**config.mk**
```make
export PLATFORM = sky130hd
export DESIGN_NAME = mem_stage_access
export DESIGN_NICKNAME = d
export VERILOG_FILES = /design/src/rtl/mem_stage_access.sv
export SDC_FILE = /design/constraint.sdc
export NUM_CORES = 1
export LEC_CHECK = 0
export ABC_AREA = 1
export BUFFER_PORTS_ARGS = -buffer_cell sky130_fd_sc_hd__clkbuf_2
export CORE_MARGIN = 10
export CORE_UTILIZATION = 26
export DETAILED_ROUTE_END_ITERATION = 8
export SYNTH_ARGS = -nofsm -noshare
export SYNTH_HDL_FRONTEND = slang
export SYNTH_SLANG_ARGS = --single-unit
```
**constraint.sdc**
```tcl
create_clock -name clk -period 4 [get_ports clk]
set_clock_uncertainty 0.05 [all_clocks]
set_input_delay 0 -clock clk [delete_from_list [all_inputs] [get_ports clk]]
set_output_delay 0 -clock clk [all_outputs]
set_load 0.1 [all_outputs]
```
**src/rtl/mem_stage_access.sv**
```systemverilog
// Memory-stage access sequencer: splits a scalar or vector load/store into N-bit bus
// beats, collects in-order read returns and stalls the pipeline until the access retires.
`timescale 1ns/1ps
module mem_stage_access #(
  parameter int N = 32,
  parameter int V = 256
) (
  input  logic         clk,
  input  logic         rst,
  input  logic         MemtoRegM,
  input  logic         MemWriteM,
  input  logic         MemDataVM,
  input  logic [N-1:0] ALUResultM,
  input  logic [N-1:0] WriteDataM,
  input  logic [V-1:0] WriteDataVM,
  output logic         MemBusyM,
  output logic [N-1:0] ReadDataM,
  output logic [V-1:0] ReadDataVM,
  output logic         mem_req,
  output logic         mem_we,
  output logic [N-1:0] mem_addr,
  output logic [N-1:0] mem_wdata,
  input  logic         mem_gnt,
  input  logic         mem_rvalid,
  input  logic [N-1:0] mem_rdata
);

  localparam int BEATS = V / N;
  localparam int IDX_W = (BEATS > 1) ? $clog2(BEATS) : 1;
  localparam int CNT_W = IDX_W + 1;

  typedef enum logic [1:0] {
    IDLE   = 2'd0,
    ISSUE  = 2'd1,
    WAIT_R = 2'd2,
    DONE   = 2'd3
  } state_t;

  state_t             state_q;
  logic               op_we_q;
  logic               vec_q;
  logic [N-1:0]       base_q;
  logic [V-1:0]       wdv_q;
  logic [CNT_W-1:0]   issue_cnt_q;
  logic [CNT_W-1:0]   ret_cnt_q;
  logic               mem_req_q;
  logic               mem_we_q;
  logic [N-1:0]       mem_addr_q;
  logic [N-1:0]       mem_wdata_q;
  logic [N-1:0]       rd_q;
  logic [V-1:0]       rdv_q;

  logic [CNT_W-1:0]   issue_cnt_d;
  logic [CNT_W-1:0]   ret_cnt_d;
  logic [CNT_W-1:0]   beats_s;
  logic               access_s;
  logic               rv_take_s;

  function automatic logic [N-1:0] lane(input logic [V-1:0] v, input logic [IDX_W-1:0] idx);
    return v[idx*N +: N];
  endfunction

  function automatic logic [N-1:0] beat_addr(input logic [N-1:0] base, input logic [CNT_W-1:0] cnt);
    return base + N'({cnt, 2'b00});
  endfunction

  assign access_s    = MemtoRegM | MemWriteM;
  assign beats_s     = vec_q ? CNT_W'(BEATS) : CNT_W'(1);
  assign issue_cnt_d = issue_cnt_q + CNT_W'(1);
  assign ret_cnt_d   = ret_cnt_q + CNT_W'(1);
  // Returns are only accepted for a live read and never beyond the expected count.
  assign rv_take_s   = mem_rvalid & ~op_we_q & ((state_q == ISSUE) | (state_q == WAIT_R))
                     & (ret_cnt_q != beats_s);

  assign MemBusyM  = rst & (((state_q == IDLE) & access_s) | (state_q == ISSUE) | (state_q == WAIT_R));
  assign mem_req   = mem_req_q;
  assign mem_we    = mem_we_q;
  assign mem_addr  = mem_addr_q;
  assign mem_wdata = mem_wdata_q;
  assign ReadDataM  = rd_q;
  assign ReadDataVM = rdv_q;

  // Access sequencer: beat issue, read-return capture and registered bus outputs.
  always_ff @(posedge clk or negedge rst) begin
    if (!rst) begin
      state_q     <= IDLE;
      op_we_q     <= 1'b0;
      vec_q       <= 1'b0;
      base_q      <= '0;
      wdv_q       <= '0;
      issue_cnt_q <= '0;
      ret_cnt_q   <= '0;
      mem_req_q   <= 1'b0;
      mem_we_q    <= 1'b0;
      mem_addr_q  <= '0;
      mem_wdata_q <= '0;
      rd_q        <= '0;
      rdv_q       <= '0;
    end else begin
      if (rv_take_s) begin
        ret_cnt_q <= ret_cnt_d;
        if (vec_q) begin
          rdv_q[ret_cnt_q[IDX_W-1:0]*N +: N] <= mem_rdata;
        end else begin
          rd_q <= mem_rdata;
        end
      end
      case (state_q)
        IDLE: begin
          if (access_s) begin
            state_q     <= ISSUE;
            op_we_q     <= MemWriteM;
            vec_q       <= MemDataVM;
            base_q      <= ALUResultM;
            wdv_q       <= WriteDataVM;
            issue_cnt_q <= '0;
            ret_cnt_q   <= '0;
            mem_req_q   <= 1'b1;
            mem_we_q    <= MemWriteM;
            mem_addr_q  <= ALUResultM;
            mem_wdata_q <= MemDataVM ? WriteDataVM[N-1:0] : WriteDataM;
          end
        end
        ISSUE: begin
          if (mem_gnt) begin
            issue_cnt_q <= issue_cnt_d;
            if (issue_cnt_d == beats_s) begin
              mem_req_q <= 1'b0;
              mem_we_q  <= 1'b0;
              state_q   <= op_we_q ? DONE : WAIT_R;
            end else begin
              mem_addr_q  <= beat_addr(base_q, issue_cnt_d);
              mem_wdata_q <= lane(wdv_q, issue_cnt_d[IDX_W-1:0]);
            end
          end
        end
        WAIT_R: begin
          if ((ret_cnt_q == beats_s) || (rv_take_s && (ret_cnt_d == beats_s))) begin
            state_q <= DONE;
          end
        end
        // One dead cycle so the instruction still upstream is not re-issued.
        DONE: begin
          state_q <= IDLE;
        end
        default: begin
          state_q   <= IDLE;
          mem_req_q <= 1'b0;
          mem_we_q  <= 1'b0;
        end
      endcase
    end
  end

endmodule
```
==> results of run 1 <==
==> flip-flops by register name, indices dropped and copies added (netlist names), 4 cells and up <==
signal	cells
issue_cnt_q	4
ret_cnt_q	4
mem_addr	32
ReadDataM	32
ReadDataVM	256
base_q	32
mem_wdata	32
wdv_q	256
==> how the worst min path moves through the flow <==
stage	endpoint	slack, ns
CTS	wdv_q[199]	0.0002
detailed placement	ReadDataVM[6]	0.07
global route	wdv_q[37]	0.03
global placement	ReadDataVM[6]	0.07
finish	wdv_q[37]	0.06
floorplan	ReadDataM[0]	-0.35
==> critical path, stage by stage (launching register included) <==
cell	delay (ns)
dfrtp_1	0.45
inv_1	0.11
ha_1	0.23
inv_1	0.12
nor2_4	0.17
buf_4	0.62
o31a_1	0.20
clkbuf_2	0.54
==> per-stage QoR <==
stage	util (%)	power, W
2_1_floorplan	-	0.0212
3_3_place_gp	30.9	0.0253
3_5_place_dp	30.9	0.0255
4_1_cts	36.7	0.0333
5_1_grt	36.8	0.0352
6_report	36.8	0.0332
==> placed cells by master, fill, tap and decap left out, drive strengths merged, types with 8 or more instances in the layout <==
cell and instances:
dlygate4sd3 385, a21oi 94, dfrtp 654, buf 49
nand3b 8, clkinv 23, nand3 259, mux2i 32
o21ai 455, nand4 9, nor3 13, nand2 1424
clkbuf 812, o211ai 33, nor2 179, inv 228
ha 11, diode 9
==> power breakdown <==
group          leakage [nW]  internal, W  switching, W  total, W
clock network          1.28      0.00426       0.00306   0.00732
registers              8.44      0.00882       0.00121    0.0100
logic                  11.2      0.00350        0.0123    0.0158
==> Yosys cell counts, types with 3 or more instances <==
cell | number | share of area [%]
buf_2 | 53 | 0.91
buf_4 | 4 | 0.10
ha_1 | 11 | 0.47
nand2_1 | 1421 | 18
dfrtp_1 | 654 | 56
clkbuf_1 | 144 | 1.8
buf_1 | 16 | 0.21
o21ai_1 | 32 | 0.55
nand2_2 | 3 | 0.064
o22ai_1 | 5 | 0.11
o21ai_0 | 422 | 7.2
nor3_1 | 13 | 0.22
nor2_1 | 175 | 2.2
nor2_2 | 3 | 0.064
mux2i_1 | 32 | 1.1
inv_1 | 210 | 2.7
inv_2 | 9 | 0.12
nand4_1 | 9 | 0.19
nand3_1 | 258 | 4.4
nand3b_1 | 8 | 0.21
o211ai_1 | 33 | 0.85
a21oi_1 | 93 | 1.6
==> cell type report <==
class	instances	area, um2	share of cell area [%]
Antenna cell	9	22.5	0.0551
Timing Repair Buffer	1146	7940	19.4
Multi-Input combinational cell	2534	11200	27.4
Tap cell	1488	1860	4.56
Clock buffer	100	2120	5.20
Sequential cell	654	16400	40.1
Inverter	221	835	2.04
Clock inverter	44	499	1.22
==> kinds of logic (layout without fill, tap and decap cells) <==
group,after synthesis,after routing
simple gates,1896,1896
xor+xnor,3,3
mux,32,32
other cells,0,9
flops,654,654
fa+ha+maj,12,12
compound gates,591,591
buf+inv,440,1511
==> repair_timing <==
action                                 4_1_cts  5_1_grt
resized for setup                            0        0
hold buffers                               386        0
endpoints found under the hold margin      761        0
==> layer usage <==
layer  wire (um)  up-vias  global-route usage [%]
met3       10700      244                    5.00
met1       52100    14000                    24.4
met4        5500       14                    8.78
met5          84        -                       0
li1            -    13600                       -
met2       58400     1404                    31.2
==> run metrics, run 1 <==
Seq/Total Area, Yosys 56.0%; fin worst setup slack 0.843 ns; worst r2r src state_q[0]; RSZ-0062 raised after global routing false; Buffers on Ports 713; total number of vias 29,200; CP Class reg -> out; clk buf depth 3; fin area 40,800 um2; io pins 714; Die Height 355 um; synthesized area 29,200 um2; total CTS buffers 77; Routed WL 127,000 um; post-DP HPWL 87,100 um; # setup viols final 0; GR Overflow Total 0; Period minus WS final 3.16 ns; simple-gate share of the synthesized area between 20% and 30%; flops & latches, synth between 600 and 700; fraction of layout cells with a size suffix above 1 a little under 20%; placed insts between 5,000 and 6,000; hold path depth 4; Final nets 5,005; Adder-Cell Fraction of Synth Area less than 1%; initial antenna violation count 16; Synth Area in Compound Gates roughly a tenth; first-pass GRT wire length around 190,000 um; Area after DPL ~34,000 um2; Post-synth ARST share 100%; worst-path fanout max 66; GP Congestion 0.884; yosys warns 0; Area Overhead vs Synth 39.7%; Fin Hold WS 0.0578 ns; EDFF count, synth 0; Worst Hold Class in -> reg; Place WS 1.05 ns; Synth Net Count 3,999; CTS tree built; Root Buffer clkbuf_16; DRT iter0 DRCs approximately 2,500; Crit. Startpoint state_q[0]; largest family of logic cells by synthesized area simple AND/OR/NAND/NOR gates; Worst Reg2Reg Path Length in Cells 8; die width ~360 um; Worst Path Arrival 3.11 ns; Fill cells around 11,000; vias in the first global route 29,300; clock-pin slew on the worst setup and hold paths 0.07 ns; initial core utilization 26.3%; Tcrit/Tclk final 78.9%; Netlist cell types 39; top_reg_cell synth dfrtp_1; Syn Inst Count 3,628; setup TNS 0 ns; Worst R2R End wdv_q[174]; synthesized area per cell 8.06 um2; CP Data Required Time 3.95 ns; mux cell area share after synthesis between 1 and 1.5%; Sink Count 654; Leak around 21 nW; H-tree levels 3; CP Capture Point MemBusyM; Fmax 0.317 GHz; Rows 122; TritonRoute pass-1 iters 5; Final Hold Vio Count 0; GRT Total Usage ~19%; HP Start WriteDataVM[37]; DRC viols 0; max_cap viols 0; Slew @ Worst Pin about 1.2 ns; fin. max-slew vios 0; largest net degree at the start of global routing approximately 200; status complete, no violations; worst skew pair latency approximately 0.64 ns; Post CTS Setup Buffer Count 0; Die ar. 126,000 um2; drt wl/cell about 20 um; post-route ant nets 0; core region area 111,000 um2; xor/xnor share of the synthesized area 0.116%; fin cells a little over 6,000; Slew headroom 21.4%; Max IR drop VDD around 0.59 mV; vias per inst 4.72; PD cells between 800 and 900 nW/um2; crit path launch type flop; Critical Path Sink Type primary output; register-to-register setup slack ~0.99 ns
Note: power is estimated with default switching activity, not from simulation.
==> run 2: changes to the inputs <==
clock period = 2.8 ns   (was 4 ns; I/O delays follow)
==> run metrics, run 2 (synthesis gave the netlist of run 1 again) <==
Buffers on Ports 713 (unchanged); vias per inst 4.76 (+0.97%); worst skew pair latency 0.66 ns (+0.02 ns); status complete, no violations; Crit. Startpoint state_q[1]; Gates resized, CTS repair 0 (unchanged); GR Overflow Total 0 (unchanged); GP Congestion 0.878 (-0.66%); TritonRoute pass-1 iters 6 (+1); switching power 0.0239 W (+44%); post-route ant nets 0 (unchanged); die width 355 um (unchanged); Area after DPL 34,800 um2 (+1.5%); clock power share 21.5% (-0.6 points); crit path launch type flop; DRC viols 0 (unchanged); total number of vias 29,800 (+2.0%); H-tree levels 3 (unchanged); switching part of the total power 49.9% (-0.14 points); CP Class reg -> out; DRT iter0 DRCs 2,588 (+3.4%); Max IR drop VDD 0.768 mV (+30%); largest net degree at the start of global routing 188 (-3.6%); Worst Reg2Reg Path Length in Cells 10 (+2); Worst Hold Class in -> reg; max_cap viols 0 (unchanged); Sink Count 654 (unchanged); hold path depth 3 (-1); Die Height 355 um (unchanged); Final nets 5,077 (+1.4%); initial core utilization 26.3% (unchanged); Fmax 0.384 GHz; Place WS 0.293 ns (-0.760 ns); fraction of layout cells with a size suffix above 1 19.9% (+0.27 points); Worst Path Arrival 2.55 ns (-0.56 ns); RSZ-0062 raised after global routing false; Tcrit/Tclk final approximately 93%; Leak 21.3 nW (+1.7%); clk buf depth 3 (unchanged); Seq pwr share 30.1% (about the same); Routed WL 129,000 um (+2.1%); initial antenna violation count 18 (+2); worst-path fanout max 43 (-35%); Final Hold Vio Count 0 (unchanged); commonest non-fill, non-tap cell in the layout nand2_1; total CTS buffers 77 (unchanged); CP Data Required Time 2.75 ns (-1.20 ns); Rows 122 (unchanged); Slew @ Worst Pin 1.07 ns (-0.107 ns); setup TNS 0 ns (unchanged); Worst R2R End mem_wdata[10]; fin area 41,600 um2 (+1.9%); worst r2r src issue_cnt_q[0]; CTS tree built; CP Capture Point MemBusyM; Period minus WS final 2.60 ns; fin. max-slew vios 0 (unchanged); Root Buffer clkbuf_16; Critical Path Sink Type primary output; register-to-register setup slack 0.24 ns (-0.75 ns); Die ar. 126,000 um2 (unchanged); PD cells 1150 nW/um2 (+42%); io pins 714 (unchanged); vias in the first global route 30,100 (+2.6%); # setup viols final 0 (unchanged); core region area 111,000 um2 (unchanged); most frequent cells in the layout 1,418 x nand2_1, 711 x clkbuf_2, 653 x dfrtp_1; fin worst setup slack 0.196 ns (-0.646 ns); drt wl/cell 20.7 um (+1.0%); Slew headroom 28.5% (+7.1 points); first-pass GRT wire length 193,000 um (+2.5%); Area Overhead vs Synth 42.4%; internal power 0.0240 W (+45%); GRT Total Usage 19.9% (+0.46 points); post-DP HPWL 89,200 um (+2.4%); logic gate share of total power 48.4% (+0.7 points); clock-pin slew on the worst setup and hold paths 0.06 ns (about the same)
==> run 2: cell count changes in the layout (fill, tap and decap cells not counted), sizes merged <==
cell / delta
diode: +4
clkinvlp: -4
dlygate4sd3: +30
inv: -3
bufbuf: +1
clkbuf: +6
buf: +42
clkinv: -10
bufinv: -1
==> run 2: what timing repair did <==
item,4_1_cts,5_1_grt
setup endpoints to repair,1,1
setup buffers,0,0
cloned,1,0
hold endpoints to repair,1036,0
pin swaps,0,1
hold buffers,416,0
==> run 2: metal layers <==
layer  global-route usage [%]  wire length (um)  part of all wire, %
met5                        0                76                0.059
met4                     9.48              6360                  4.9
met3                     5.89             12500                  9.7
met2                     32.1             59300                   46
met1                     24.1             51100                   39
==> run 2: worst max-delay path, stage by stage (launching register included) <==
cell and delay, ns:
dfrtp_1 0.39, inv_1 0.13, ha_1 0.27, inv_1 0.13, nor2_4 0.27, buf_12 0.29, o31a_1 0.21, buf_12 0.20
==> run 2: power groups by stage <==
stage / Sequential, W / Clock [W] / Combinational (W)
5_1_grt: 0.0147 / 0.0109 / 0.0252
4_1_cts: 0.0144 / 0.0105 / 0.0231
6_report: 0.0144 / 0.0103 / 0.0232
3_5_place_dp: 0.0145 / 0 / 0.0225
3_3_place_gp: 0.0144 / 0 / 0.0223
2_1_floorplan: 0.0209 / 0 / 0.00950
==> run 2: stage by stage <==
| step | total power [W] | utilization (%) | cells | hold slack (ns) |
|---|---|---|---|---|
| floorplan | 0.0304 | - | 3628 | -0.346 |
| global placement | 0.0367 | 31.3 | 5698 | -0.0347 |
| detailed placement | 0.0370 | 31.3 | 5698 | -0.0401 |
| CTS | 0.0480 | 37.4 | 6248 | 0.0000306 |
| global route | 0.0508 | 37.5 | 6256 | 0.0370 |
| finish | 0.0479 | 37.5 | 6261 | 0.0248 |
==> run 2: worst min path at each step <==
stage / from / to / slack, ns
after floorplan: rst / ReadDataM[0] / -0.35
after global placement: rst / ReadDataVM[17] / -0.03
after detailed placement: rst / ReadDataVM[138] / -0.04
after CTS: WriteDataVM[20] / wdv_q[20] / 0.00003
after global routing: WriteDataVM[20] / wdv_q[20] / 0.04
final: mem_rdata[30] / ReadDataVM[30] / 0.02
==> run 2: final cells by class <==
| type | instances | area, um2 |
|---|---|---|
| antenna | 13 | 32.5 |
| clock buffer | 107 | 2160 |
| clock inverter | 26 | 408 |
| fill | 11200 | 69500 |
| inverter | 221 | 835 |
| multi-input combinational | 2534 | 11200 |
| sequential | 654 | 16400 |
| tap | 1488 | 1860 |
| timing repair buffer | 1218 | 8770 |
